### src/rtl/zl_dvbs_pkg.sv
// Shared DVB-S transport adaptation defaults, counter widths and randomizer state encodings.
package zl_dvbs_pkg;

   localparam int unsigned DEF_PACKET_LEN = 188;
   localparam int unsigned DEF_GROUP_LEN  = 8;
   localparam logic [7:0]  DEF_SYNC_BYTE  = 8'h47;
   localparam int unsigned DEF_LFSR_WIDTH = 15;
   localparam logic [15:0] DEF_LFSR_POLY  = 16'b1100000000000001;
   localparam logic [14:0] DEF_LFSR_INIT  = 15'b000000010101001;

   // Sized for the largest legal PACKET_LEN (255) and GROUP_LEN (16).
   localparam int unsigned BYTE_CNT_W = 8;
   localparam int unsigned PKT_CNT_W  = 4;

   typedef enum logic [1:0] {
      S_hunt       = 2'd0,
      S_group_sync = 2'd1,
      S_pkt_sync   = 2'd2,
      S_data       = 2'd3
   } rand_state_e;

endpackage

### src/rtl/zl_lfsr.sv
// Byte-parallel Fibonacci PRBS: each advance shifts eight bit-steps, emitting them MSB-first on prbs_c.
module zl_lfsr
   import zl_dvbs_pkg::*;
#(
   parameter int unsigned      WIDTH = DEF_LFSR_WIDTH,
   parameter logic [WIDTH:0]   POLY  = DEF_LFSR_POLY,
   parameter logic [WIDTH-1:0] INIT  = DEF_LFSR_INIT
) (
   input  logic       clk,
   input  logic       rst_n,
   input  logic       stall,
   input  logic       clear,
   output logic [7:0] prbs_c
);

   // POLY bit k taps register stage k-1; bit 0 is the implicit constant term.
   localparam logic [WIDTH-1:0] TAPS = POLY[WIDTH:1];

   logic [WIDTH-1:0] state_q;
   logic [WIDTH-1:0] walk_c;
   logic             fb_c;

   always_comb begin
      walk_c = state_q;
      fb_c   = 1'b0;
      prbs_c = '0;
      for (int i = 0; i < 8; i++) begin
         fb_c               = ^(walk_c & TAPS);
         prbs_c[3'(7 - i)]  = fb_c;
         walk_c             = {walk_c[WIDTH-2:0], fb_c};
      end
   end

   always_ff @(posedge clk or negedge rst_n) begin
      if (!rst_n) begin
         state_q <= INIT;
      end else if (clear) begin
         state_q <= INIT;
      end else if (!stall) begin
         state_q <= walk_c;
      end
   end

endmodule

### src/rtl/zl_tm_adapt_randomizer.sv
// Transport-stream adaptation and energy-dispersal randomizer: aligns to sync bytes,
// inverts the group sync byte and XORs payload bytes with the PRBS, with zero latency.
module zl_tm_adapt_randomizer
   import zl_dvbs_pkg::*;
#(
   parameter int unsigned           PACKET_LEN = DEF_PACKET_LEN,
   parameter int unsigned           GROUP_LEN  = DEF_GROUP_LEN,
   parameter logic [7:0]            SYNC_BYTE  = DEF_SYNC_BYTE,
   parameter int unsigned           LFSR_WIDTH = DEF_LFSR_WIDTH,
   parameter logic [LFSR_WIDTH:0]   LFSR_POLY  = DEF_LFSR_POLY,
   parameter logic [LFSR_WIDTH-1:0] LFSR_INIT  = DEF_LFSR_INIT
) (
   input  logic       clk,
   input  logic       rst_n,
   input  logic       bypass,
   input  logic       data_in_req,
   output logic       data_in_ack,
   input  logic [7:0] data_in,
   output logic       data_out_req,
   input  logic       data_out_ack,
   output logic [7:0] data_out,
   output logic       data_out_gsop,
   output logic       sync_lost,
   output logic       locked
);

   localparam logic [BYTE_CNT_W-1:0] LAST_BYTE = BYTE_CNT_W'(PACKET_LEN - 1);
   localparam logic [PKT_CNT_W-1:0]  LAST_PKT  = PKT_CNT_W'(GROUP_LEN - 1);

   rand_state_e           state_q, state_d;
   logic [BYTE_CNT_W-1:0] byte_cnt_q, byte_cnt_d;
   logic [PKT_CNT_W-1:0]  pkt_cnt_q, pkt_cnt_d;
   logic                  byp_q, byp_d;
   logic                  sync_lost_d;
   logic                  lfsr_stall_c;
   logic                  lfsr_clear_c;
   logic [7:0]            prbs_c;
   logic                  is_sync_c;

   assign is_sync_c = (data_in == SYNC_BYTE);

   zl_lfsr #(
      .WIDTH (LFSR_WIDTH),
      .POLY  (LFSR_POLY),
      .INIT  (LFSR_INIT)
   ) u_lfsr (
      .clk    (clk),
      .rst_n  (rst_n),
      .stall  (lfsr_stall_c),
      .clear  (lfsr_clear_c),
      .prbs_c (prbs_c)
   );

   // Next-state, handshake and datapath; a byte moves only when data_out_ack is seen with a valid output.
   always_comb begin
      state_d       = state_q;
      byte_cnt_d    = byte_cnt_q;
      pkt_cnt_d     = pkt_cnt_q;
      byp_d         = byp_q;
      sync_lost_d   = 1'b0;
      lfsr_stall_c  = 1'b1;
      lfsr_clear_c  = 1'b0;
      data_out_req  = 1'b0;
      data_in_ack   = 1'b0;
      data_out      = data_in;
      data_out_gsop = 1'b0;

      case (state_q)
         S_hunt, S_group_sync, S_pkt_sync: begin
            if (data_in_req) begin
               if (is_sync_c) begin
                  data_out_req = 1'b1;
                  data_in_ack  = data_out_ack;
                  if (state_q == S_pkt_sync) begin
                     lfsr_stall_c = !data_out_ack;
                  end else begin
                     data_out_gsop = 1'b1;
                     data_out      = bypass ? SYNC_BYTE : ~SYNC_BYTE;
                     if (data_out_ack) begin
                        byp_d     = bypass;
                        pkt_cnt_d = '0;
                     end
                  end
                  if (data_out_ack) begin
                     byte_cnt_d = BYTE_CNT_W'(1);
                     state_d    = S_data;
                  end
               end else begin
                  // Non-sync bytes are always swallowed; at a packet start they also break lock.
                  data_in_ack = 1'b1;
                  if (state_q != S_hunt) begin
                     sync_lost_d  = 1'b1;
                     state_d      = S_hunt;
                     byte_cnt_d   = '0;
                     pkt_cnt_d    = '0;
                     lfsr_clear_c = 1'b1;
                  end
               end
            end
         end

         S_data: begin
            if (data_in_req) begin
               data_out_req = 1'b1;
               data_in_ack  = data_out_ack;
               data_out     = data_in ^ (byp_q ? 8'h00 : prbs_c);
               if (data_out_ack) begin
                  if (byte_cnt_q == LAST_BYTE) begin
                     byte_cnt_d = '0;
                     if (pkt_cnt_q == LAST_PKT) begin
                        pkt_cnt_d    = '0;
                        state_d      = S_group_sync;
                        lfsr_clear_c = 1'b1;
                     end else begin
                        pkt_cnt_d    = pkt_cnt_q + PKT_CNT_W'(1);
                        state_d      = S_pkt_sync;
                        lfsr_stall_c = 1'b0;
                     end
                  end else begin
                     byte_cnt_d   = byte_cnt_q + BYTE_CNT_W'(1);
                     lfsr_stall_c = 1'b0;
                  end
               end
            end
         end

         default: begin
            state_d      = S_hunt;
            byte_cnt_d   = '0;
            pkt_cnt_d    = '0;
            lfsr_clear_c = 1'b1;
         end
      endcase
   end

   always_ff @(posedge clk or negedge rst_n) begin
      if (!rst_n) begin
         state_q    <= S_hunt;
         byte_cnt_q <= '0;
         pkt_cnt_q  <= '0;
         byp_q      <= 1'b0;
         sync_lost  <= 1'b0;
         locked     <= 1'b0;
      end else begin
         state_q    <= state_d;
         byte_cnt_q <= byte_cnt_d;
         pkt_cnt_q  <= pkt_cnt_d;
         byp_q      <= byp_d;
         sync_lost  <= sync_lost_d;
         locked     <= (state_d != S_hunt);
      end
   end

endmodule

### config.mk
export PLATFORM = sky130hd
export DESIGN_NAME = zl_tm_adapt_randomizer
export DESIGN_NICKNAME = d
export VERILOG_FILES = /design/src/rtl/zl_dvbs_pkg.sv /design/src/rtl/zl_lfsr.sv /design/src/rtl/zl_tm_adapt_randomizer.sv
export SDC_FILE = /design/constraint.sdc
export NUM_CORES = 1
export LEC_CHECK = 0
export BUFFER_PORTS_ARGS = -buffer_cell sky130_fd_sc_hd__buf_2
export CAP_MARGIN = 20
export CELL_PAD_IN_SITES_DETAIL_PLACEMENT = 0
export CELL_PAD_IN_SITES_GLOBAL_PLACEMENT = 1
export CORE_MARGIN = 2
export CORE_UTILIZATION = 44
export DETAILED_ROUTE_END_ITERATION = 7
export GPL_ROUTABILITY_DRIVEN = 0
export GPL_TIMING_DRIVEN = 1
export HOLD_SLACK_MARGIN = 0.12
export PLACE_DENSITY_LB_ADDON = 0.1
export SYNTH_ARGS = -nofsm -noshare
export SYNTH_HDL_FRONTEND = slang
export SYNTH_SLANG_ARGS = --single-unit
### constraint.sdc
create_clock -name clk -period 2.4 [get_ports clk]
set_input_delay 0.24 -clock clk [delete_from_list [all_inputs] [get_ports clk]]
set_output_delay 0.24 -clock clk [all_outputs]
set_load 0.005 [all_outputs]
# == Yosys cells after proc, flatten, opt, wreduce, memory -nomap -nowiden ==
# Index checks and enable logic that the tools add are counted.
# totals
regBits,32
inputBits,13
# op_classes
n_addsub,2
reduce_logical,16
bitwise,2
muxes,63
eq_ne,14
# op_table
operator,count
$reduce_xor 15->1,8
$mux 8,12
$mux 4,10
$pmux 8 s2,2
$mux 15,2
$mux 1,23
$mux 2,8
$ne 2x2->1 const B,5
$reduce_and 5->1,2
$ne 3x3->1 const B,3
$add 8x1->8 const B,1
$eq 8x7->1 const B,1
$eq 8x8->1 const B,1
$pmux 1 s2,4
$pmux 4 s2,1
$xor 8x4->8,1
$reduce_and 7->1,1
$add 4x1->4 const B,1
$eq 2x2->1 const B,2
$eq 4x3->1 const B,1
$pmux 2 s2,1
$reduce_bool 2->1,2
$reduce_or 3->1,1
$eq 2x1->1 const B,1
other kinds (3),3

# == Logic depth before layout (Yosys ltp) ==
# depth
word_depth,8
mapped_depth,7

# == Hierarchy ==
# A second synthesis with hierarchy kept.
# hier_totals
hier_cells,213
area_unflattened_um2,2021.9
# by_module_without_submodules
module,n_inst,seq_area_each_um2,cells_per_inst,area_per_inst_um2
zl_tm_adapt_randomizer,1,425.4,147,1256.2
zl_lfsr,1,380.4,66,765.7

# == Worst setup path after synthesis ==
# OpenSTA, ideal clock, no wires.
# synth_timing
path_type,reg2reg
start,reg byte_cnt_q[0]
end,reg u_lfsr.state_q[12]
path_stages_with_launch,7
path_buffers,1
setup_slack_ns,0.395
arrival_time_ns,1.879
path_cell_list,dfrtp_1 > ha_1 > nand4bb_4 > or4_1 > buf_2 > and3_1 > mux2_4
# synth_via
elab_chain_cells,6
# synth_rtl
element,line,text
start: declaration,zl_tm_adapt_randomizer.sv:31,"logic [BYTE_CNT_W-1:0] byte_cnt_q, byte_cnt_d;"
start signal: assignment,zl_tm_adapt_randomizer.sv:146,byte_cnt_q <= byte_cnt_d;
$eq 8x8->1 (*),zl_tm_adapt_randomizer.sv:108,if (byte_cnt_q == LAST_BYTE) begin
$mux 1 (*),zl_tm_adapt_randomizer.sv:108,
$mux 1,zl_tm_adapt_randomizer.sv:107,if (data_out_ack) begin
$mux 1,zl_tm_adapt_randomizer.sv:103,if (data_in_req) begin
$pmux 1 s2,zl_tm_adapt_randomizer.sv:68,case (state_q)
$ne 2x2->1 (no source line) / $mux 15 (equally long branches),-,
end signal: assignment,zl_lfsr.sv:40,state_q <= walk_c;
end: declaration,zl_lfsr.sv:19,logic [WIDTH-1:0] state_q;
# Mark *: on every way between the ends. The rest lies on a longest branch, timed or not.
# A chain may end at the register's enable or synchronous reset.

# == Worst setup path after layout ==
# layout_timing
start,reg byte_cnt_q[1]
end,reg u_lfsr.state_q[10]
# The elaborated chain is that of the path after synthesis.

==> impl_metrics.yaml <==
setup_path:
  r2r_end: "u_lfsr.state_q[10]"
  ff2ff_path_depth: 5
  critPathTopFamily: "simple AND/OR/NAND/NOR gates"
  rr_startpoint: "byte_cnt_q[1]"
  crit_type: "reg -> reg"
  crit_slowest_cell: "or4_1"
  path_max_fanout: 11
  end_kind: "register"
  worst_ep_required_time_ps: 2560
  cpPeakStageDelay_ps: 720
  ff2ff_setup_slack_ps: 150
  start_kind: "register"
  cp.arrival_ps: 2410
  path_buf_inv: 0
  path_cells: "ha_1 > nand4bb_4 > or4_1 > and3_1 > mux2_2"
synthesis:
  syn_inst: 197
  synth_edf_count: 0
  synth_cell_types: 51
  avgSynthCellArea_um2: 9.93
  syn_nets: 212
  yosysWarnings: 0
  yosysSeqAreaShare_pct: 41.2
  async_flop_share_pct: 100
  synth_area_mm2: 0.00196
  synth_seq_cells: 32
  synth_ff_type: "dfrtp_1"
sta:
  fin_skew_ps: 10.4
  maxSlewViolCount: 0
  min_period_ps: 2250
  setup_tns_ps: 0
  post-route-period-util_pct: 93.7
  slew_headroom_pct: 51.8
  tightest_slew_ps: 722
  rsz0062_at_grt: "false"
  fmax_mhz: 445
  finalHoldViolCount: 0
  setup_violations: 0
route:
  dr.pass1.iters: 4
  drtIter0Drc: 129
  wl_per_cell_um: 16.0
  vias: 1590
  totalWireLength_mm: 4.43
  drc: 0
  viasPerCell: 5.74
  final_antenna_net_count: 0
finish:
  postLayoutCoreUtil_pct: 51.3
  area_growth_pct: 13.5
  layout_commonest_cell: "dfrtp_1"
  drive_gt1_share_pct: 25.8
  fill_cells: 413
  fin_nets: 239
  final_cell_mix: "dfrtp_1, buf_2, nor2_1, mux2i_1, xnor2_1"
  antennaDiodeCount: 0
placement:
  io_buffers: 25
  place_hpwl_mm: 3.30
die:
  die_h_um: 70.7
  die_area_mm2: 0.00499
  start_util_pct: 45.2
  die_width_um: 70.7
  io_pins: 26
  num_rows: 24
  coreArea_mm2: 0.00432
clock_network:
  post-cts-setup-buffer-count: 0
  cts_root_buf: "clkbuf_8"
  clkLatencyLatePin_ps: 290
  cts_made_buffers: 5
  clk_path_buf_depth: 2
  cts-hold-fix-buffers: 1
  htreeDepth: 2
  clkTransAtPathRegs_ps: 70
  tritoncts: "yes"
  ctsResizeCount: 0
  clkSinkCount: 32
grt:
  grt_max_degree: 33
  grt_antenna_before_repair: 0
  grt_overflow: 0
  grt_pass1_vias: 1621
  track_usage_pct: 19.6
  grt_pass1_wl_mm: 7.54
job:
  cap_violations: 0
pwr:
  power_leakage_nw: 1.05
  power_density_mw_per_mm2: 468
  peakVddDrop_v: 0.000319
hold_path:
  hp-start: "bypass"
  hold_end: "byp_q"
  hp-class: "in -> reg"
  hold_depth: 2
status:
  status: "finished, final reports clean"
## cell families after synthesis
| group | synth area share [%] |
|---|---|
| buffers and inverters | 4.35 |
| muxes | 11.6 |
| DFF | 41.2 |
| adders and majority gates | 1.28 |
| AOI/OAI and AO/OA | 12.2 |
| and+or+nand+nor | 23.5 |
| xor gates and xnor gates | 5.82 |
## final cells by class
class                      count  area, um2  area share [%]
multi-input combinational    146       1060            48.0
clock buffer                   7       76.3            3.44
sequential                    32        806            36.3
inverter                       8       30.0            1.35
timing repair buffer          31        173            7.78
clock inverter                 1       5.00           0.225
tap                           52       65.1            2.93
## cell usage after synthesis, types with 2 or more instances
master / count / area share, %
dfrtp_1: 28 / 36
nor2_1: 17 / 3.3
nor4_1: 3 / 0.96
nor3_1: 6 / 1.5
inv_1: 7 / 1.3
a21oi_1: 5 / 1.3
o221a_2: 2 / 1.2
nand4b_1: 3 / 1.3
mux2i_1: 13 / 6.7
mux2_2: 6 / 3.5
xnor2_1: 12 / 5.4
nand4_1: 2 / 0.64
or3_1: 2 / 0.64
buf_2: 5 / 1.3
nand3_1: 11 / 2.8
and3_1: 9 / 2.9
nand2b_1: 5 / 1.6
mux2_4: 2 / 1.5
o21ai_0: 2 / 0.51
and2_1: 4 / 1.3
dfstp_2: 4 / 5.4
a31oi_1: 6 / 1.9
clkbuf_1: 5 / 0.96
a41oi_1: 2 / 0.90
nand2_1: 9 / 1.7
ha_1: 2 / 1.3
## how the worst max path moves through the flow
| stage | from | endpoint | slack (ps) | cells after the start |
|---|---|---|---|---|
| global route | byte_cnt_q[0] | u_lfsr.state_q[10] | 50 | 5 |
| global placement | byte_cnt_q[0] | u_lfsr.state_q[13] | 250 | 5 |
| detailed placement | byte_cnt_q[0] | u_lfsr.state_q[12] | 200 | 5 |
| CTS | byte_cnt_q[0] | u_lfsr.state_q[9] | 180 | 5 |
| floorplan | byte_cnt_q[0] | u_lfsr.state_q[12] | 400 | 6 |
| finish | byte_cnt_q[1] | u_lfsr.state_q[10] | 150 | 5 |
## where the power goes
group | switching, mW | internal [mW] | total (mW) | leakage (nW)
sequential | 0.00372 | 0.547 | 0.551 | 0.431
clock | 0.199 | 0.203 | 0.403 | 0.0422
combinational | 0.0503 | 0.0356 | 0.0859 | 0.572
total | 0.253 | 0.786 | 1.04 | 1.05
## metal layers
| metal | track usage [%] | share of wire, % | vias to the layer above |
|---|---|---|---|
| li1 | - | - | 771 |
| met1 | 24.2 | 44 | 766 |
| met2 | 32.4 | 50 | 43 |
| met3 | 5.13 | 4.1 | 10 |
| met4 | 8.60 | 2.1 | 0 |
| met5 | 0 | 0 | - |
## sequential cells by signal (all words and copies together), names as in the netlist
| register | cells |
|---|---|
| u_lfsr.state_q | 15 |
| sync_lost | 1 |
| state_q | 2 |
| byte_cnt_q | 8 |
| pkt_cnt_q | 4 |
| byp_q | 1 |
| locked | 1 |
## per-stage QoR
step | hold slack (ps) | area, um2 | total power [mW] | instances | setup WS (ps)
global route | 216 | 2220 | 1.09 | 277 | 49.6
CTS | 207 | 2220 | 1.05 | 277 | 182
detailed placement | 343 | 2130 | 0.647 | 268 | 201
finish | 215 | 2220 | 1.04 | 277 | 150
global placement | 326 | 2130 | 0.643 | 268 | 246
floorplan | -55.6 | 1960 | 0.601 | 197 | 395
Power figures use the tool's default switching activity.
